**config.mk**
```make
export PLATFORM = sky130hd
export DESIGN_NAME = line_scale_scheduler
export DESIGN_NICKNAME = d
export VERILOG_FILES = /design/src/rtl/line_scale_scheduler.sv
export SDC_FILE = /design/constraint.sdc
export NUM_CORES = 1
export LEC_CHECK = 0
export BUFFER_PORTS_ARGS = -buffer_cell sky130_fd_sc_hd__buf_4
export CORE_UTILIZATION = 59
export CTS_CLUSTER_SIZE = 30
export DETAILED_ROUTE_END_ITERATION = 6
export GPL_ROUTABILITY_DRIVEN = 1
export GPL_TIMING_DRIVEN = 0
export PLACE_DENSITY_LB_ADDON = 0.12
export SLEW_MARGIN = 20
export SYNTH_ARGS = -nofsm -noshare
export SYNTH_HDL_FRONTEND = slang
export SYNTH_SLANG_ARGS = --single-unit
```
**constraint.sdc**
```tcl
create_clock -name pxlClk -period 2.6 [get_ports pxlClk]
set_input_delay 0.39 -clock pxlClk [delete_from_list [all_inputs] [get_ports pxlClk]]
set_output_delay 0.39 -clock pxlClk [all_outputs]
set_load 0.01 [all_outputs]
```
**src/rtl/line_scale_scheduler.sv**
```systemverilog
// ---------------------------------------------------------------------------
// line_scale_scheduler
//
// Places a 240x160 GBA picture, scaled up by SCALE, inside the HDMI output
// raster. It tells the line buffer when to advance to the next GBA row
// (pullLine). It tells the line cache when to reload (cacheUpdate, CACHE_DLY
// cycles after each pull). It also supplies the image generator with the GBA
// column and the sub-pixel phases.
//
// Ports
//   pxlClk       in   pixel clock
//   rst          in   synchronous reset, active-high
//   frameStart   in   1-cycle pulse at the first active line of a frame
//   lineStart    in   1-cycle pulse before the first de cycle of each line
//   de           in   output active-area data enable
//   pullLine     out  1-cycle pulse: line buffer advances one GBA row
//   cacheUpdate  out  1-cycle pulse: line cache reloads its neighbourhood
//   curPxl[7:0]  out  GBA column (0..239) of the previous de cycle
//   subX[2:0]    out  horizontal phase inside the scaled pixel
//   subY[2:0]    out  vertical phase inside the scaled row
//   gbaActive    out  previous de cycle lay inside the GBA window
// ---------------------------------------------------------------------------
module line_scale_scheduler #(
    parameter int SCALE     = 4,
    parameter int H_OFFSET  = 160,
    parameter int V_OFFSET  = 40,
    parameter int CACHE_DLY = 3
) (
    input  logic       pxlClk,
    input  logic       rst,
    input  logic       frameStart,
    input  logic       lineStart,
    input  logic       de,
    output logic       pullLine,
    output logic       cacheUpdate,
    output logic [7:0] curPxl,
    output logic [2:0] subX,
    output logic [2:0] subY,
    output logic       gbaActive
);
    typedef enum logic [1:0] {IDLE, TOP, ACT, BOT} state_t;

    localparam logic [2:0]  SUB_MAX  = 3'(SCALE - 1);
    localparam logic [10:0] V_OFF    = 11'(V_OFFSET);
    localparam logic [10:0] WIN_LO   = 11'(H_OFFSET);
    localparam logic [10:0] WIN_HI   = 11'(H_OFFSET + 240 * SCALE);
    localparam logic [10:0] X_SAT    = 11'h7FF;
    localparam logic [7:0]  LAST_ROW = 8'd159;
    localparam logic [7:0]  LAST_PXL = 8'd239;

    state_t               state_q, state_d;
    logic [10:0]          v_line_q, v_line_d;
    logic [7:0]           row_cnt_q, row_cnt_d;
    logic [2:0]           sub_y_q, sub_y_d;
    logic                 pull_line_q, pull_line_d;
    logic [CACHE_DLY-1:0] pend_q, pend_d;
    logic [10:0]          x_cnt_q, x_cnt_d;
    logic [2:0]           ph_x_q, ph_x_d;      // phase the next window pixel will get
    logic [7:0]           col_cnt_q, col_cnt_d; // column the next window pixel will get
    logic [7:0]           cur_pxl_q, cur_pxl_d;
    logic [2:0]           sub_x_q, sub_x_d;
    logic                 gba_active_q, gba_active_d;
    logic                 in_win;

    // Vertical sequencing. frameStart overrides everything, including a
    // coincident lineStart, so that line becomes vLine 0.
    always_comb begin
        state_d     = state_q;
        v_line_d    = v_line_q;
        row_cnt_d   = row_cnt_q;
        sub_y_d     = sub_y_q;
        pull_line_d = 1'b0;
        if (frameStart) begin
            v_line_d  = 11'd0;
            row_cnt_d = 8'd0;
            sub_y_d   = 3'd0;
            if (V_OFF == 11'd0) begin
                state_d     = ACT;
                pull_line_d = 1'b1;
            end else begin
                state_d = TOP;
            end
        end else begin
            case (state_q)
                TOP: begin
                    if (lineStart) begin
                        v_line_d = v_line_q + 11'd1;
                        if (v_line_q + 11'd1 == V_OFF) begin
                            state_d     = ACT;
                            pull_line_d = 1'b1;
                        end
                    end
                end
                ACT: begin
                    if (lineStart) begin
                        if (sub_y_q == SUB_MAX) begin
                            sub_y_d = 3'd0;
                            // The wrap after row 159 would start row 160:
                            // no pull, the picture is finished.
                            if (row_cnt_q == LAST_ROW) begin
                                state_d = BOT;
                            end else begin
                                row_cnt_d   = row_cnt_q + 8'd1;
                                pull_line_d = 1'b1;
                            end
                        end else begin
                            sub_y_d = sub_y_q + 3'd1;
                        end
                    end
                end
                default: begin
                    // IDLE and BOT only leave on frameStart.
                    state_d = state_q;
                end
            endcase
        end
    end

    // cacheUpdate delay line; a resync flushes every pulse still in flight.
    assign pend_d[0] = pull_line_q & ~frameStart;
    generate
        for (genvar gi = 1; gi < CACHE_DLY; gi++) begin : g_pend
            assign pend_d[gi] = pend_q[gi-1] & ~frameStart;
        end
    endgenerate

    // Horizontal: x_cnt indexes de cycles since lineStart. The window
    // outputs are produced from the counters as they stood in that cycle.
    assign in_win = (x_cnt_q >= WIN_LO) && (x_cnt_q < WIN_HI);

    always_comb begin
        x_cnt_d      = x_cnt_q;
        ph_x_d       = ph_x_q;
        col_cnt_d    = col_cnt_q;
        cur_pxl_d    = cur_pxl_q;
        sub_x_d      = sub_x_q;
        gba_active_d = 1'b0;
        if ((state_q != ACT) || frameStart || lineStart) begin
            x_cnt_d   = 11'd0;
            ph_x_d    = 3'd0;
            col_cnt_d = 8'd0;
            cur_pxl_d = 8'd0;
            sub_x_d   = 3'd0;
        end else if (de) begin
            x_cnt_d   = (x_cnt_q == X_SAT) ? x_cnt_q : x_cnt_q + 11'd1;
            cur_pxl_d = col_cnt_q;
            if (in_win) begin
                gba_active_d = 1'b1;
                sub_x_d      = ph_x_q;
                if (ph_x_q == SUB_MAX) begin
                    ph_x_d = 3'd0;
                    // Column stays on 239 after the last window pixel.
                    if (col_cnt_q != LAST_PXL) begin
                        col_cnt_d = col_cnt_q + 8'd1;
                    end
                end else begin
                    ph_x_d = ph_x_q + 3'd1;
                end
            end else begin
                sub_x_d = 3'd0;
            end
        end
    end

    always_ff @(posedge pxlClk) begin
        if (rst) begin
            state_q      <= IDLE;
            v_line_q     <= '0;
            row_cnt_q    <= '0;
            sub_y_q      <= '0;
            pull_line_q  <= 1'b0;
            pend_q       <= '0;
            x_cnt_q      <= '0;
            ph_x_q       <= '0;
            col_cnt_q    <= '0;
            cur_pxl_q    <= '0;
            sub_x_q      <= '0;
            gba_active_q <= 1'b0;
        end else begin
            state_q      <= state_d;
            v_line_q     <= v_line_d;
            row_cnt_q    <= row_cnt_d;
            sub_y_q      <= sub_y_d;
            pull_line_q  <= pull_line_d;
            pend_q       <= pend_d;
            x_cnt_q      <= x_cnt_d;
            ph_x_q       <= ph_x_d;
            col_cnt_q    <= col_cnt_d;
            cur_pxl_q    <= cur_pxl_d;
            sub_x_q      <= sub_x_d;
            gba_active_q <= gba_active_d;
        end
    end

    assign pullLine    = pull_line_q;
    assign cacheUpdate = pend_q[CACHE_DLY-1];
    assign curPxl      = cur_pxl_q;
    assign subX        = sub_x_q;
    assign subY        = sub_y_q;
    assign gbaActive   = gba_active_q;

endmodule

```
* After elaboration in Yosys (flattened, before gate mapping) *
Cells that the tools add are included.
Widths: inputs -> output; s select.

operators by class
  add/subtract/negate cells = 6
  order comparisons = 2
  eq/ne operators = 19
  multiplexer cells = 17
  bitwise operators = 7
  reduce and logical (&&, ||, !) cells = 16

operator list
  cell                   count
  $add 11x1->11 const B  2
  $add 8x1->8 const B    2
  $ne 3x3->1 const B     5
  $ne 2x2->1 const B     6
  $reduce_and 6->1       2
  $eq 11x11->1 const B   1
  $eq 11x6->1 const B    1
  $ge 11x8->1 const B    1
  $lt 11x11->1 const B   1
  $mux 2                 5
  $mux 3                 3
  $eq 8x8->1 const B     1
  $ne 8x8->1 const B     1
  $reduce_and 2->1       4
  $reduce_and 4->1       2
  $mux 1                 7
  $add 3x1->3 const B    2
  $eq 3x2->1 const B     2
  $not 1->1              4
  $pmux 2 s2             1
  $reduce_or 2->1        2
  $and 1x1->1            3
  $reduce_bool 3->1      1
  $reduce_or 3->1        1
  6 further kinds        7

word-level totals
  flip-flop bits (word level) = 62
  input port bits = 5
  output and inout bits = 17

* Logic depth before layout (Yosys ltp) *
  word-level depth = 6
  mapped depth = 9
  gate-level depth less buffers = 8

* Worst setup path before layout *
Ideal clock, no wire load.

  path kind = flip-flop to flip-flop
  start point = register v_line_q[0]
  end point = register state_q[0]
  library setup time = 0.074 ns
  arrival time = 1.815 ns
  data required time = 2.526 ns
  setup slack = 0.710 ns
  cell stages (with the launch flop) = 8
  path buffers = 0
  cell sequence = dfxtp_1 -> ha_1 -> xor2_1 -> or4_1 -> o31ai_1 -> a41oi_1 -> or2_0 -> a31oi_1

between the ends
  cells in the longest elaborated chain, start to end = 4

ends and longest elaborated chain
  what                               RTL line  text
  from (decl)                        52        logic [10:0] v_line_q, v_line_d;
  from (signal assigned)             181       v_line_q <= v_line_d;
  $add 11x1->11                      88        if (v_line_q + 11'd1 == V_OFF) begin
  $eq 11x6->1                        88
  $ne 3x3->1 (no source line)        n/a
  $reduce_and 6->1 (no source line)  n/a
  to (signal assigned)               180       state_q <= state_d;
  to (decl)                          51        state_t state_q, state_d;

Every way passes these cells.
A chain may end at the register's enable or synchronous reset.

* Final worst setup path *
  start point = register state_q[0]
  end point = register row_cnt_q[7]

between the ends
  cells in the longest elaborated chain, start to end = 2

ends and longest elaborated chain
  what                               RTL line  text
  $eq 2x2->1                         84        case (state_q)
  $reduce_and 4->1 (no source line)  n/a
  to (signal assigned)               182       row_cnt_q <= row_cnt_d;
  to (decl)                          53        logic [7:0] row_cnt_q, row_cnt_d;

Every way passes these cells.

==> results.sh <==
export IMPL_routed_wl_mm=5.36
export IMPL_num_rows=24
export IMPL_grt_pass1_vias=2101
export IMPL_ff2ff_setup_slack_ns=0.39
export IMPL_critPathMaxFanout=7
export IMPL_cellInternalPower_w=0.00141
export IMPL_start_kind="register"
export IMPL_ir_drop_v=0.000450
export IMPL_reg2reg_to="row_cnt_q[7]$_SDFFE_PP0P_"
export IMPL_syn_inst=327
export IMPL_routedWlPerCell_um=12.9
export IMPL_combPwrFrac=0.024
export IMPL_syn_nets=342
export IMPL_cts_resized=0
export IMPL_clock_path_buffers=2
export IMPL_postCtsSetupRepairBufs=0
export IMPL_die_y_um=71.7
export IMPL_syn_mean_instance_area_um2=8.77
export IMPL_drv_cap=0
export IMPL_utilization=0.725
export IMPL_max_slew_worst_pin_slew_ns=0.630
export IMPL_r2r_start="state_q[0]$_SDFFE_PP0P_"
export IMPL_drt_first_pass_iters=4
export IMPL_p_sw_frac=0.223
export IMPL_drcViolationCount=0
export IMPL_synth_area_um2=2870
export IMPL_critPathKind="register to register"
export IMPL_area_delta_synth_final_pct=13.9
export IMPL_slew_headroom=0.575
export IMPL_synth_ff_type="dfxtp_1"
export IMPL_status="finished, final reports clean"
export IMPL_fmax_mhz=452
export IMPL_min_period_over_period=0.852
export IMPL_num_antenna_cells=0
export IMPL_grt_overflow=0
export IMPL_core_um2=4500
export IMPL_seq_area_frac_synth=0.433
export IMPL_seqPwrFrac=0.527
export IMPL_cts_tree="yes"
export IMPL_clkSinkCount=62
export IMPL_final_cells=414
export IMPL_gp_congestion=0.879
export IMPL_crit_required_ns=2.80
export IMPL_ant_nets=0
export IMPL_dp_hpwl_mm=3.77
export IMPL_vias_per_cell=5.55
export IMPL_yosys_warnings=0
export IMPL_p_switching_w=0.000404
export IMPL_setup_viol=0
export IMPL_cts_root_buf="clkbuf_8"
export IMPL_endpoint_kind="register"
export IMPL_final_cell_mix="dfxtp_1, nor2_1, nand2_1"
export IMPL_min_to="state_q[0]$_SDFFE_PP0P_"
export IMPL_async_reset_ff_frac=0
export IMPL_fillers=380
export IMPL_synth_edf_count=0
export IMPL_initial_core_util=0.636
export IMPL_hold_depth=2
export IMPL_p_total_w=0.00181
export IMPL_r2r_cells=9
export IMPL_grt_pass1_wl_mm=9.17
export IMPL_io_pins=22
export IMPL_h_tree_depth=3
export IMPL_multi_input_area_um2=1520
export IMPL_drt_iter0_markers=191
export IMPL_p_leak_nw=1.17
export IMPL_fin_setup_tns_ns=0
export IMPL_clock_skew_ns=0.00766
export IMPL_layout_nets=372
export IMPL_cts_buffers=9
export IMPL_p_clk_frac=0.449
export IMPL_ys_types=46
export IMPL_power_density_nw_per_um2=554
export IMPL_rsz0062_at_grt="false"
export IMPL_die_w_um=71.7
export IMPL_post_place_cells=398
export IMPL_drive_above_1_share=0.130
export IMPL_drv_slew=0
export IMPL_grt_max_degree=12
export IMPL_final_common_cell="dfxtp_1"
export IMPL_min_path_type="input pin to register"
export IMPL_hold_viol=0
export IMPL_ys_seq_elements=62
export IMPL_port_buffers=19
export IMPL_vias=2296
export IMPL_die_area_um2=5140
export IMPL_fin_crit_ns=2.21
export IMPL_seq_area_um2=1240
export IMPL_grt_use_total=0.229
export IMPL_min_from="rst"
export IMPL_crit_arrival_ns=2.42
export IMPL_path_clk_slew_ns=0.07
export IMPL_grt_antenna_before_repair=0
export IMPL_clock_latency_ns=0.34
export IMPL_ctsHoldBuffers=0
## stage by stage
stage / area (um2) / setup slack, ns / hold WS (ns)
4_1_cts: 3260 / 0.406 / 0.217
2_1_floorplan: 2870 / 0.710 / 0.406
5_1_grt: 3260 / 0.249 / 0.232
3_3_place_gp: 3070 / 0.446 / 0.411
3_5_place_dp: 3070 / 0.436 / 0.420
6_report: 3260 / 0.386 / 0.235
## power groups by stage
stage	sequential, W	combinational, W	clock, W
4_1_cts	0.000954	0.0000435	0.000830
5_1_grt	0.000953	0.0000481	0.000873
2_1_floorplan	0.000975	0.0000302	0
3_5_place_dp	0.000975	0.0000423	0
3_3_place_gp	0.000975	0.0000421	0
6_report	0.000954	0.0000433	0.000813
## routing by layer
metal | global-route usage | wire (um)
met5 | 0 | 0
met4 | 0.118 | 83
met3 | 0.0506 | 210
met2 | 0.366 | 2560
met1 | 0.292 | 2510
## worst max-delay path by stage
| stage | from | end | cells after the start |
|---|---|---|---|
| global placement | lineStart | row_cnt_q[7]$_SDFFE_PP0P_ | 7 |
| finish | state_q[0]$_SDFFE_PP0P_ | row_cnt_q[7]$_SDFFE_PP0P_ | 9 |
| floorplan | v_line_q[0]$_SDFFE_PP0P_ | state_q[0]$_SDFFE_PP0P_ | 7 |
| global route | state_q[0]$_SDFFE_PP0P_ | row_cnt_q[7]$_SDFFE_PP0P_ | 9 |
| detailed placement | state_q[0]$_SDFFE_PP0P_ | row_cnt_q[7]$_SDFFE_PP0P_ | 9 |
| CTS | state_q[0]$_SDFFE_PP0P_ | row_cnt_q[7]$_SDFFE_PP0P_ | 9 |
## registers in the layout (all words and copies together) (netlist names), 2 cells and up
signal and count:
row_cnt_q 8, curPxl 8, state_q 2, ph_x_q 3, col_cnt_q 8, subX 3, subY 3, pend_q 3
x_cnt_q 11, v_line_q 11
## Yosys cell counts, types with 2 or more instances
| master | n | area share |
|---|---|---|
| nor4_1 | 4 | 0.0087 |
| o21a_1 | 3 | 0.0079 |
| nor3_1 | 8 | 0.014 |
| and3_2 | 3 | 0.0079 |
| or3_1 | 2 | 0.0044 |
| nand2b_1 | 4 | 0.0087 |
| a31oi_1 | 3 | 0.0065 |
| a311oi_1 | 2 | 0.0061 |
| and4_1 | 2 | 0.0061 |
| mux2i_1 | 10 | 0.035 |
| nor2_1 | 56 | 0.073 |
| inv_1 | 11 | 0.014 |
| xor2_1 | 18 | 0.055 |
| nor4b_1 | 2 | 0.0061 |
| or2_0 | 2 | 0.0044 |
| nor3b_1 | 2 | 0.0052 |
| nand3_1 | 15 | 0.026 |
| and3_1 | 3 | 0.0065 |
| nor2b_1 | 3 | 0.0065 |
| o31ai_1 | 2 | 0.0052 |
| o21ai_0 | 5 | 0.0087 |
| a21oi_1 | 14 | 0.024 |
| and2_1 | 3 | 0.0065 |
| nand4_1 | 8 | 0.017 |
| clkbuf_1 | 11 | 0.014 |
| nand2_1 | 24 | 0.031 |
| dfxtp_1 | 62 | 0.43 |
| xnor2_1 | 15 | 0.046 |
| a41oi_1 | 2 | 0.0061 |
| or2_2 | 3 | 0.0065 |
| ha_1 | 10 | 0.044 |
## area by class of cell
cell class	count	area share
Buffer	13	0.0192
Clock buffer	10	0.0391
Clock inverter	6	0.0192
Inverter	11	0.0126
Multi-Input combinational cell	241	0.466
Sequential cell	62	0.380
Tap cell	52	0.0199
Timing Repair Buffer	19	0.0437
## logic make-up (layout without fill, tap and decap cells)
family | count (synthesis) | after routing | share of synthesized area
AND/OR/NAND/NOR | 150 | 150 | 0.262
XOR/XNOR | 33 | 33 | 0.101
adder cells (fa/ha/maj) | 10 | 10 | 0.0436
AO/OA/AOI/OAI | 38 | 38 | 0.0895
multiplexers | 10 | 10 | 0.0349
flip-flops | 62 | 62 | 0.433
buffers and inverters | 24 | 59 | 0.0362
## worst max-delay path, stage by stage, from the launching register on
cell,delay (ns)
dfxtp_1,0.33
inv_1,0.06
ha_1,0.13
clkbuf_1,0.25
nand4b_1,0.17
a41oi_1,0.52
and3_1,0.29
nand4_1,0.12
xor2_1,0.15
nor2_1,0.06
(Power assumes the default switching activity.)
